## src/rtl/wb_port_arbiter_pkg.sv

```systemverilog
// Shared types for the writeback port arbiter: register-address width,
// result-FIFO entry layout and the starvation FSM states.
package wb_port_arbiter_pkg;
  localparam int REG_AW = 5;
  localparam int DATA_W = 32;

  typedef enum logic [1:0] {
    ST_IDLE,
    ST_WAIT,
    ST_FORCE
  } arb_state_e;

  typedef struct packed {
    logic [REG_AW-1:0] rd;
    logic [DATA_W-1:0] data;
  } wb_entry_t;
endpackage

```

## src/rtl/wb_result_fifo.sv

```systemverilog
// Long-latency result queue: circular buffer with occupancy count and a
// per-entry destination-register match against two decode sources.
module wb_result_fifo
  import wb_port_arbiter_pkg::*;
#(
  parameter int DEPTH = 2
) (
  input  logic                     clk,
  input  logic                     rst_n,
  input  logic                     push_i,
  input  logic                     pop_i,
  input  wb_entry_t                wdata_i,
  input  logic [REG_AW-1:0]        rs1_i,
  input  logic [REG_AW-1:0]        rs2_i,
  output wb_entry_t                head_o,
  output logic                     full_o,
  output logic                     empty_o,
  output logic [$clog2(DEPTH+1)-1:0] count_o,
  output logic [DEPTH-1:0]         match_o
);
  localparam int PW = $clog2(DEPTH);
  localparam int CW = $clog2(DEPTH+1);

  wb_entry_t         mem_q [DEPTH];
  logic [PW-1:0]     wptr_q, rptr_q;
  logic [CW-1:0]     cnt_q, cnt_d;
  logic [DEPTH-1:0]  vld_q, vld_d;

  always_comb begin
    vld_d = vld_q;
    if (pop_i)  vld_d[rptr_q] = 1'b0;
    if (push_i) vld_d[wptr_q] = 1'b1;
    cnt_d = cnt_q + CW'(push_i) - CW'(pop_i);
  end

  always_ff @(posedge clk or negedge rst_n) begin
    if (!rst_n) begin
      wptr_q <= '0;
      rptr_q <= '0;
      cnt_q  <= '0;
      vld_q  <= '0;
    end else begin
      if (push_i) wptr_q <= wptr_q + 1'b1;
      if (pop_i)  rptr_q <= rptr_q + 1'b1;
      cnt_q <= cnt_d;
      vld_q <= vld_d;
    end
  end

  // Payload is not reset; vld_q qualifies every use of it.
  always_ff @(posedge clk) begin
    if (push_i) mem_q[wptr_q] <= wdata_i;
  end

  assign head_o  = mem_q[rptr_q];
  assign full_o  = (cnt_q == CW'(DEPTH));
  assign empty_o = (cnt_q == '0);
  assign count_o = cnt_q;

  for (genvar i = 0; i < DEPTH; i++) begin : g_match
    assign match_o[i] = vld_q[i] &&
                        (((rs1_i != '0) && (mem_q[i].rd == rs1_i)) ||
                         ((rs2_i != '0) && (mem_q[i].rd == rs2_i)));
  end
endmodule

```

## src/rtl/wb_port_arbiter.sv

```systemverilog
// Single register-file write port shared by the pipeline (priority) and a
// queued long-latency unit; a starved queue head forces a one-cycle stall.
module wb_port_arbiter
  import wb_port_arbiter_pkg::*;
#(
  parameter int DEPTH        = 2,
  parameter int STARVE_LIMIT = 8
) (
  input  logic              clk,
  input  logic              rst_n,
  input  logic              pipe_wen,
  input  logic [REG_AW-1:0] pipe_waddr,
  input  logic [DATA_W-1:0] pipe_wdata,
  input  logic              lu_valid,
  input  logic [REG_AW-1:0] lu_rd,
  input  logic [DATA_W-1:0] lu_data,
  output logic              lu_ready,
  input  logic [REG_AW-1:0] id_rs1,
  input  logic [REG_AW-1:0] id_rs2,
  output logic              raw_hazard,
  output logic              stall_pipe,
  output logic              rf_wen,
  output logic [REG_AW-1:0] rf_waddr,
  output logic [DATA_W-1:0] rf_wdata
);
  localparam int CW  = $clog2(DEPTH+1);
  localparam int SCW = $clog2(STARVE_LIMIT+1);
  localparam logic [SCW-1:0] LIM1 = SCW'(STARVE_LIMIT-1);

  arb_state_e      state_q, state_d;
  logic [SCW-1:0]  starve_q, starve_d;
  wb_entry_t       head, lu_entry;
  logic            full, empty, pipe_act, pop, push, occ_nz_d;
  logic [CW-1:0]   count;
  logic [DEPTH-1:0] match;

  assign stall_pipe = (state_q == ST_FORCE);
  assign pipe_act   = pipe_wen && (pipe_waddr != '0) && !stall_pipe;
  assign pop        = !pipe_act && !empty;
  // Gating with rst_n keeps the handshake closed while the queue is held clear.
  assign lu_ready   = rst_n && !full;
  assign push       = lu_valid && lu_ready && (lu_rd != '0);
  assign lu_entry   = '{rd: lu_rd, data: lu_data};
  assign occ_nz_d   = ((count + CW'(push) - CW'(pop)) != '0);

  assign rf_wen     = rst_n && (pipe_act || pop);
  assign rf_waddr   = pipe_act ? pipe_waddr : (pop ? head.rd   : '0);
  assign rf_wdata   = pipe_act ? pipe_wdata : (pop ? head.data : '0);
  assign raw_hazard = |match;

  wb_result_fifo #(.DEPTH(DEPTH)) u_fifo (
    .clk     (clk),
    .rst_n   (rst_n),
    .push_i  (push),
    .pop_i   (pop),
    .wdata_i (lu_entry),
    .rs1_i   (id_rs1),
    .rs2_i   (id_rs2),
    .head_o  (head),
    .full_o  (full),
    .empty_o (empty),
    .count_o (count),
    .match_o (match)
  );

  // starve_q holds how many cycles the current head has already waited.
  always_comb begin
    state_d  = state_q;
    starve_d = starve_q;
    unique case (state_q)
      ST_IDLE: begin
        if (!empty && !pop) begin
          starve_d = SCW'(1);
          state_d  = (starve_d >= LIM1) ? ST_FORCE : ST_WAIT;
        end
      end
      ST_WAIT: begin
        if (pop) begin
          starve_d = '0;
          state_d  = occ_nz_d ? ST_WAIT : ST_IDLE;
        end else if (empty) begin
          starve_d = '0;
          state_d  = ST_IDLE;
        end else begin
          starve_d = starve_q + 1'b1;
          if (starve_d >= LIM1) state_d = ST_FORCE;
        end
      end
      ST_FORCE: begin
        starve_d = '0;
        state_d  = occ_nz_d ? ST_WAIT : ST_IDLE;
      end
      default: begin
        starve_d = '0;
        state_d  = ST_IDLE;
      end
    endcase
  end

  always_ff @(posedge clk or negedge rst_n) begin
    if (!rst_n) begin
      state_q  <= ST_IDLE;
      starve_q <= '0;
    end else begin
      state_q  <= state_d;
      starve_q <= starve_d;
    end
  end
endmodule

```

## config.mk

```make
export PLATFORM = sky130hd
export DESIGN_NAME = wb_port_arbiter
export DESIGN_NICKNAME = d
export VERILOG_FILES = /design/src/rtl/wb_port_arbiter_pkg.sv /design/src/rtl/wb_result_fifo.sv /design/src/rtl/wb_port_arbiter.sv
export SDC_FILE = /design/constraint.sdc
export NUM_CORES = 1
export LEC_CHECK = 0
export ABC_CLOCK_PERIOD_IN_PS = 4600
export CAP_MARGIN = 20
export CORE_MARGIN = 1
export CORE_UTILIZATION = 51
export CTS_CLUSTER_SIZE = 24
export DETAILED_ROUTE_END_ITERATION = 10
export GPL_TIMING_DRIVEN = 0
export PLACE_DENSITY = 0.86
export SLEW_MARGIN = 20
export SYNTH_ARGS = -nofsm -noshare
export SYNTH_HDL_FRONTEND = slang
export SYNTH_SLANG_ARGS = --single-unit
export TNS_END_PERCENT = 100
```

## constraint.sdc

```tcl
create_clock -name clk -period 4.6 [get_ports clk]
set_clock_uncertainty 0.15 [all_clocks]
set_input_delay 0.46 -clock clk [delete_from_list [all_inputs] [get_ports clk]]
set_output_delay 0.46 -clock clk [all_outputs]
set_load 0.05 [all_outputs]
```

==> metrics.yaml <==
logic_synthesis:
  synthArstFlopShare_pct: 14.0
  synth_flop_cell: "edfxtp_1"
  yosysWarnings: 0
  synth_edf_count: 74
  syn_area_um2: 4310
  syn-num-nets: 407
  ys_types: 40
  yosysSeqAreaShare_pct: 58.6
  ys_ff_latch: 86
  netlist_instances: 316
  syn_avg_cell_area_um2: 13.6
global_route:
  antenna_found_initial: 0
  grt_pass1_wl_um: 15400
  grt_max_degree: 28
  grt_pass1_vias: 3126
  grt_use_total_pct: 23.4
  overflow: 0
worst_hold_path:
  hold_path_class: "in2async"
cts:
  cts.htree.levels: 3
  tritoncts: "built"
  cts_hold_buffers: 0
  clkLatencyLatePin_ps: 350
  post_cts_resized: 0
  cts_buffer_depth: 2
  cts_made_buffers: 9
  clk_pin_slew_ps: 90
  clock_sinks: 86
  postCtsSetupBuffers: 0
  cts_root_buffer: "clkbuf_8"
detailed_routing:
  first_pass_iters: 4
  num_vias: 3084
  wl_um: 10000
  routedWlPerCell_um: 17.7
  drt_iter0_drc: 157
  drt-vias-per-instance: 5.44
  final_antenna_net_count: 0
  post-route-drc-count: 0
worst_setup_path:
  crit_path_top_delay_cell: "clkdlybuf4s50_1"
  slowest_delay_ps: 860
  cp_cell_sequence: "clkdlybuf4s50_1, or4_4, o211a_4, buf_6, buf_6, o31ai_2, clkdlybuf4s50_1"
  start_kind: "primary input"
  cp_max_fo: 10
  endpoint_kind: "output port"
  cp.required_ps: 3990
  arrival_ps: 3210
  critical_path_class: "in2out"
layout:
  multi_input_area_um2: 1650
  nFillCells: 541
  regArea_um2: 2520
  diodes: 0
  area_growth_pct: 39.1
  drive_gt1_share_pct: 14.3
  final_area_um2: 5990
  nets: 548
timing:
  slew_headroom_pct: 43.8
  drv_slew: 0
  rsz0062_at_grt: "no"
  tightest_slew_ps: 844
  setup_viol: 0
  hold_slack_ps: 325
  fin_crit_sh_pct: 83.0
  setup_ws_ps: 781
  fmax_mhz: 262
  finalHoldViolations: 0
  layout_min_cycle_time_ps: 3820
placement:
  gp_congestion: 0.872
  place_ws_ps: 810
  io_buffers: 128
  dpl_cell_area_um2: 5780
  place_hpwl_um: 7480
floorplan:
  io_pins: 129
  fp.dieH_um: 93.9
  initial_core_util_pct: 52.7
  rows: 33
  dieWidth_um: 93.9
  fp.dieArea_um2: 8820
  core_area_um2: 8180
pwr:
  vdd_drop_max_uv: 321
  p_per_area_nw_per_um2: 491
  p_leak_nw: 2.18
outcome:
  status: "finished, final reports clean"
job:
  drv_cap: 0
power by group:
| part | switching [mW] | internal [mW] |
|---|---|---|
| Sequential | 0.0611 | 0.975 |
| Clock | 0.266 | 0.308 |
| Combinational | 0.827 | 0.504 |
kinds of logic after synthesis:
kind of cell / share of synthesized area, %
AO/OA/AOI/OAI: 13.3
buffers and inverters: 3.31
flip-flops: 58.6
multiplexers: 9.09
XOR/XNOR: 5.08
adder cells (fa/ha/maj): 0.872
AND/OR/NAND/NOR: 9.79
stage by stage:
stage	TNS [ps]	total power [mW]	cells	utilization (%)
6_report	0	2.94	567	73.3
5_1_grt	0	3.07	567	73.3
4_1_cts	0	2.95	567	73.3
3_5_place_dp	0	2.39	551	70.6
3_3_place_gp	-13830	2.34	549	70.0
2_1_floorplan	0	1.96	316	-
per-layer routing:
layer / wire length [um] / global-route usage (%) / up-vias
li1: - / - / 1471
met1: 4240 / 29.0 / 1494
met2: 5060 / 40.5 / 102
met3: 566 / 4.45 / 17
met4: 173 / 9.10 / 0
met5: 0 / 0 / -
cell usage in the layout, fill, tap and decap left out, types with 2 or more instances in the layout:
cell,netlist,routed
o2bb2ai_1,2,2
o21ai_0,4,4
nand2_1,39,39
nor2_1,8,8
o21ai_2,2,2
nor3_1,2,2
buf_2,3,3
clkbuf_8,0,9
xnor2_1,15,15
clkbuf_1,11,13
bufinv_16,0,2
nor4_1,4,4
nor4b_1,2,2
clkinvlp_4,0,2
o31ai_1,2,2
xor2_1,10,10
clkdlybuf4s50_1,0,128
a21oi_1,4,4
dfrtp_1,12,12
buf_6,6,6
o31ai_2,33,33
inv_1,5,5
nand3_1,7,7
edfxtp_1,74,74
mux2i_1,38,38
nand2b_1,6,6
or4_1,3,3
ha_1,3,3
nand3b_1,4,4
final cells by class:
cell class | instances | area share, %
repair buffers | 130 | 22.2
clock inverters | 5 | 1.40
clock buffers | 11 | 2.19
inverters | 5 | 0.313
plain buffers | 20 | 2.07
multi-input cells | 205 | 27.5
well taps | 105 | 2.19
flip-flops and latches | 86 | 42.1
cell usage after synthesis (5+ instances only):
cell type  instances  area share [%]
xnor2_1           15             3.1
o31ai_2           33             9.6
inv_1              5            0.44
nand2_1           39             3.4
clkbuf_1          11            0.96
xor2_1            10             2.0
nor2_1             8            0.70
dfrtp_1           12             7.0
nand2b_1           6            0.87
nand3_1            7            0.81
edfxtp_1          74              52
mux2i_1           38             8.8
buf_6              6             1.6
path summary, 6_finish.rpt:
path                                                 from                          end  slack [ps]  cells past startpoint
worst max-delay path                        pipe_waddr[1]                 rf_wdata[30]         780                      7
worst min-delay path                                rst_n  u_fifo.count_o[1]$_DFF_PN0_         330                      1
worst max register to register     state_q[1]$_DFFE_PN0P_       state_q[0]$_DFFE_PN0P_        1790                     11
worst min register to register  u_fifo.vld_q[0]$_DFF_PN0_    u_fifo.vld_q[0]$_DFF_PN0_         360                      2
max in group asynchronous                           rst_n    u_fifo.rptr_q$_DFFE_PN0P_        3590                      1
min in group clk                u_fifo.vld_q[0]$_DFF_PN0_    u_fifo.vld_q[0]$_DFF_PN0_         360                      2
worst max-delay path: cells and delay by family:
family / cells / cell delay (ps)
AO/OA/AOI/OAI: 2 / 540
buffers and inverters: 4 / 1620
AND/OR/NAND/NOR: 1 / 570
state kept, by name (all words and copies together) (netlist names):
| name | cells |
|---|---|
| starve_q | 4 |
| state_q | 2 |
| u_fifo.count_o | 2 |
| u_fifo.mem_q | 74 |
| u_fifo.rptr_q | 1 |
| u_fifo.vld_q | 2 |
| u_fifo.wptr_q | 1 |
Note: power is estimated with default switching activity, not from simulation.
==> variant 1, RTL diff (same flow settings) <==
`REG_AW`: 5 -> 4.
--- a/src/rtl/wb_port_arbiter_pkg.sv
+++ b/src/rtl/wb_port_arbiter_pkg.sv
@@ -3,3 +3,3 @@
 package wb_port_arbiter_pkg;
-  localparam int REG_AW = 5;
+  localparam int REG_AW = 4;
   localparam int DATA_W = 32;
Interface: changed (5 resized); port bits go from 129 to 124. No check against the original RTL was run, so the function may have changed too.
==> variant 1 against the original RTL <==
  * Setup slack got worse by 0.20 ns
  * Routed wire length fell by 5.5%
  * Combinational power fell by 23%
  * Largest cell class unchanged
  * Sequential cell count fell by 2
  * Power fell by 9.7%
  * Design area fell by 6.7%
  * Synthesized area fell by 8.5%
  * Register-to-register slack got worse by 0.36 ns
==> variant 1: results (changes against the original RTL) <==
- Post-CTS Setup Repair Bufs: 0 (unchanged)
- Slew HR: 48.9% (+5.2 points)
- RePlAce Congestion: 0.835 (-4.2%)
- N_diodes: 0 (unchanged)
- Largest net degree at the start of global routing: 32 (+14%)
- Pre-antenna DRT Iters: 4 (unchanged)
- Worst Hold Class: input pin to asynchronous set/reset pin
- Static leakage: 2.06 nW (-5.7%)
- Worst vdd ir: 0.300 mV (-6.6%)
- Seq/Total Area, Yosys: 62.5% (+3.9 points)
- Routed WL per cell: 17.3 µm (-2.2%)
- Resized Gates After CTS: 0 (unchanged)
- WP data arrival: 3.41 ns (+0.20 ns)
- Initial DRC Count: 179 (+14%)
- Vias in the first global route: 3221 (+3.0%)
- Vias: 3042 (-1.4%)
- Synth warn: 0 (unchanged)
- Fin nets: 531 (-3.1%)
- Final Hold Viols: 0 (unchanged)
- Outcome: finished, final reports clean
- Initial antenna violation count: 0 (unchanged)
- Max incr delay on CP: 0.88 ns (+0.02 ns)
- Pre-CTS setup slack: 0.606 ns (-0.204 ns)
- Async S/R FF share, synth: 14.3% (+0.33 points)
- CP max-delay cell: clkdlybuf4s50_1
- Tot GR Track Use: 24.6% (+1.1 points)
- Post-synth net total: 395 (-2.9%)
- CTS Buf Count: 9 (unchanged)
- Max H-tree Level: 3 (unchanged)
- Clk_lat worst skew: between 0.3 and 0.4 ns
- CTS root buf: clkbuf_8
- Global-route wire length before repair: 15400 µm (about the same)
- Crit path max-delay family: buffers and inverters
- Synth area leaders: edfxtp_1 (55%), mux2i_1 (9.1%), dfrtp_1 (7.6%)
- Synth cell count leaders: edfxtp_1 (72), nand2_1 (39), mux2i_1 (36)
- Worst-path fanout max: 10 (unchanged)
- CTS Buffer Depth: 2 (unchanged)
- Number of synthesized flops with an enable pin: 72 (-2.7%)
- Top FF cell, synth: edfxtp_1
- Top Registers: u_fifo.mem_q x72, starve_q x4
- Unique masters post-synth: 38 (-5.0%)
- Clock transition at path regs: 0.09 ns (about the same)
- Final HPWL DP: 6830 µm (-8.7%)
- # port buffers: 123 (-3.9%)
- Share of layout cells above drive strength 1: 6.90% (-7.4 points)
- # Max-Cap Violations: 0 (unchanged)
variant 1: cell count changes after synthesis, moves of 3 or more:
cell / before / now
and2_1: 2 / 5
xor2_1: 10 / 4
nor3_1: 2 / 12
o31ai_1: 2 / 32
buf_6: 6 / 0
nor4_1: 4 / 0
a21oi_1: 4 / 7
o31ai_2: 33 / 0
nand4_1: 0 / 4
o21ai_0: 4 / 8
nand3b_1: 4 / 1
variant 1: power by group:
group	leakage, nW	internal [mW]	switching, mW
Clock	0.120	0.362	0.259
Combinational	1.12	0.396	0.637
Sequential	0.813	0.940	0.0622
variant 1: logic make-up after synthesis:
| family | Yosys count | share of synthesized area (%) |
|---|---|---|
| fa+ha+maj | 3 | 0.953 |
| simple gates | 90 | 11.2 |
| xor+xnor | 17 | 3.78 |
| compound gates | 56 | 10.2 |
| buf+inv | 22 | 2.25 |
| flops | 84 | 62.5 |
| mux | 36 | 9.15 |
variant 1: final cells by class:
class | count | area, µm²
fillers | 447 | 1780
well taps | 99 | 124
clock buffers | 10 | 128
multi-input cells | 202 | 1400
plain buffers | 16 | 66.3
repair buffers | 125 | 1280
inverters | 6 | 22.5
clock inverters | 6 | 113
flip-flops and latches | 84 | 2460
variant 1: stage by stage:
step	std cells	instance area, µm²
after floorplan	308	3940
after detailed placement	532	5350
final	548	5590
after global routing	548	5590
after global placement	530	5300
after CTS	548	5590
variant 1: final timing paths:
| kind | cells past startpoint | endpoint | from | slack, ns |
|---|---|---|---|---|
| setup / recovery | 7 | rf_wdata[27] | pipe_waddr[0] | 0.58 |
| hold / removal | 1 | starve_q[3] | rst_n | 0.34 |
| setup reg to reg | 9 | state_q[0] | state_q[1] | 1.43 |
| hold reg to reg | 1 | u_fifo.wptr_q | u_fifo.wptr_q | 0.39 |
| max in group asynchronous | 1 | u_fifo.count_o[0] | rst_n | 3.55 |
| min in group clk | 1 | u_fifo.wptr_q | u_fifo.wptr_q | 0.39 |
variant 1: worst register-to-register path, delay by kind of cell (launching register included):
family | cells | cell delay, ns
AO/OA/AOI/OAI | 3 | 0.54
adder cells (fa/ha/maj) | 1 | 0.28
buffers and inverters | 2 | 0.70
flip-flops | 1 | 0.46
AND/OR/NAND/NOR | 3 | 0.94
variant 1: per-layer routing:
metal  vias to the layer above  GRT usage, %  routed length, µm
met5                         -             0                  0
met1                      1453          27.7               3640
met4                         0          11.3                301
met3                        27          7.87                788
met2                       130          42.5               4750
li1                       1432             -                  -
==> variant 2, RTL diff (config.mk and constraints unchanged) <==
Without the edit above. The 3 states of `arb_state_e` get a one-hot encoding in 3 bits.
--- a/src/rtl/wb_port_arbiter_pkg.sv
+++ b/src/rtl/wb_port_arbiter_pkg.sv
@@ -6,6 +6,6 @@
 
-  typedef enum logic [1:0] {
-    ST_IDLE,
-    ST_WAIT,
-    ST_FORCE
+  typedef enum logic [2:0] {
+    ST_IDLE  = 3'b001,
+    ST_WAIT  = 3'b010,
+    ST_FORCE = 3'b100
   } arb_state_e;
Check against the original RTL: same outputs for any inputs over 4 cycles, from zero or initial values and one cycle with rst_n low; so few cycles prove little.
==> variant 2 against the original RTL <==
  * Global-route usage grew 1.0 points
  * Power shrank 4.4%
  * Critical path depth grew 1
  * Routed wire length shrank 1.2%
  * Largest cell class unchanged
  * Combinational power shrank 8%
  * Critical path type unchanged
  * Design area shrank 4.3%
  * Die area shrank 4.9%
  * Synthesized area shrank 5.0%
  * Setup slack gained 0.097 ns
  * Count of clock-buffer cells in the layout shrank 2
  * Critical endpoint is now rf_wdata[19]
  * Sequential cell count grew 1
  * Clock power shrank 9.6%
==> variant 2: results (changes against the original RTL) <==
- Outcome: finished, final reports clean
- Initial antenna violation count: 0 (unchanged)
- Largest net degree at the start of global routing: 39 (+39%)
- WP data arrival: 3.11 ns (-0.10 ns)
- Synth warn: 0 (unchanged)
- Final setup vio count: 0 (unchanged)
- Post-synthesis adder-cell area fraction: 1.22% (+0.35 points)
- # port buffers: 128 (unchanged)
- Comb pwr share: 43.8% (-1.4 points)
- Top Registers: u_fifo.mem_q x74, starve_q x4, state_q x3
- R2r endpoint: state_q[1]
- Worst vdd ir: 0.312 mV (-3.0%)
- Post-synthesis xor/xnor area fraction: 5.50% (+0.42 points)
- Vias: 3016 (-2.2%)
- CTS Buffer Depth: 2 (unchanged)
- Vias in the first global route: 3213 (+2.8%)
- Post-synthesis compound-gate area fraction: 10.9% (-2.3 points)
- Sw frac: 39.3% (about the same)
- CTS root buf: clkbuf_8
- Static leakage: 2.12 nW (-2.8%)
- Placed inst area: 0.00554 mm² (-4.1%)
- Tot GR Track Use: 24.5% (+1.0 points)
- Async S/R FF share, synth: 14.9% (+0.99 points)
- Initial DRC Count: 196 (+25%)
- Global-route wire length before repair: 15500 µm (+0.85%)
- Post-synth net total: 401 (-1.5%)
- Final HPWL DP: 7170 µm (-4.1%)
- Reg2Reg Depth: 12 (+1)
- Max H-tree Level: 3 (unchanged)
- Origin of the critical flop-to-flop path: state_q[0]
- Post-CTS Setup Repair Bufs: 0 (unchanged)
- Resized Gates After CTS: 0 (unchanged)
- Clock transition at path regs: 0.09 ns (about the same)
- Number of synthesized flops with an enable pin: 74 (unchanged)
- FF-to-FF setup slack: 1.74 ns (-0.05 ns)
- Slew HR: 41.5% (-2.2 points)
- Mux contribution to synthesized area: 9.05% (-0.044 points)
- Synth cell count leaders: edfxtp_1 (74), nand2_1 (40), mux2i_1 (37)
- Pre-antenna DRT Iters: 4 (unchanged)
- Routed WL per cell: 17.8 µm (+0.79%)
- Clock-net power: 520 µW (-9.6%)
- Seq/Total Area, Yosys: 62.3% (+3.7 points)
- Total chip power: 2.81 mW (-4.4%)
- Share of layout cells above drive strength 1: 7.27% (-7.0 points)
- CTS Buf Count: 9 (unchanged)
- Hold_ws: 0.363 ns (+0.0374 ns)
- Synth area leaders: edfxtp_1 (54%), mux2i_1 (9.0%), dfrtp_1 (7.3%)
- Worst Hold Class: input pin to asynchronous set/reset pin
- Fin nets: 541 (-1.3%)
- Clk_lat worst skew: approximately 0.34 ns
- RePlAce Congestion: 0.861 (-1.3%)
## variant 2: final cells by class
cell class,instances,area (µm²)
Multi-Input combinational cell,198,1450
Clock inverter,7,73.8
Buffer,16,70.1
Fill cell,530,1990
Timing Repair Buffer,129,1310
Tap cell,102,128
Inverter,8,30.0
Clock buffer,9,124
Sequential cell,87,2550
## variant 2: stage by stage
step / instances / worst slack [ns]
after floorplan: 309 / 0.275
after global placement: 539 / -0.669
after detailed placement: 540 / 0.889
after CTS: 556 / 0.847
after global routing: 556 / 0.744
final: 556 / 0.878
## variant 2: routing by layer
| metal | vias up | part of all wire (%) | global-route usage [%] |
|---|---|---|---|
| li1 | 1442 | - | - |
| met2 | 126 | 52 | 43.9 |
| met5 | - | 0 | 0 |
| met3 | 16 | 5.7 | 4.27 |
| met4 | 0 | 1.8 | 9.13 |
| met1 | 1432 | 40 | 29.2 |
## variant 2: worst max path at each step
stage,from,end,slack [ns],cells past startpoint
after floorplan,rst_n,u_fifo.mem_q[0][0],0.28,3
after global placement,rst_n,u_fifo.mem_q[0][17],-0.67,4
after global routing,pipe_waddr[3],rf_wdata[24],0.74,8
after CTS,pipe_waddr[3],rf_wdata[19],0.85,8
final,pipe_waddr[3],rf_wdata[19],0.88,8
after detailed placement,pipe_waddr[3],rf_wdata[24],0.89,8
## variant 2: logic make-up after synthesis
logic type,after synthesis
flops,87
simple gates,71
compound gates,62
mux,37
xor+xnor,24
buf+inv,24
fa+ha+maj,4
## variant 2: worst max-delay path, cell delays in order
cell             delay [ns]
clkdlybuf4s50_1        0.56
nor4_4                 0.07
a211oi_2               0.37
buf_2                  0.30
buf_2                  0.27
nand2_1                0.10
o31ai_1                0.10
clkdlybuf4s50_1        0.88
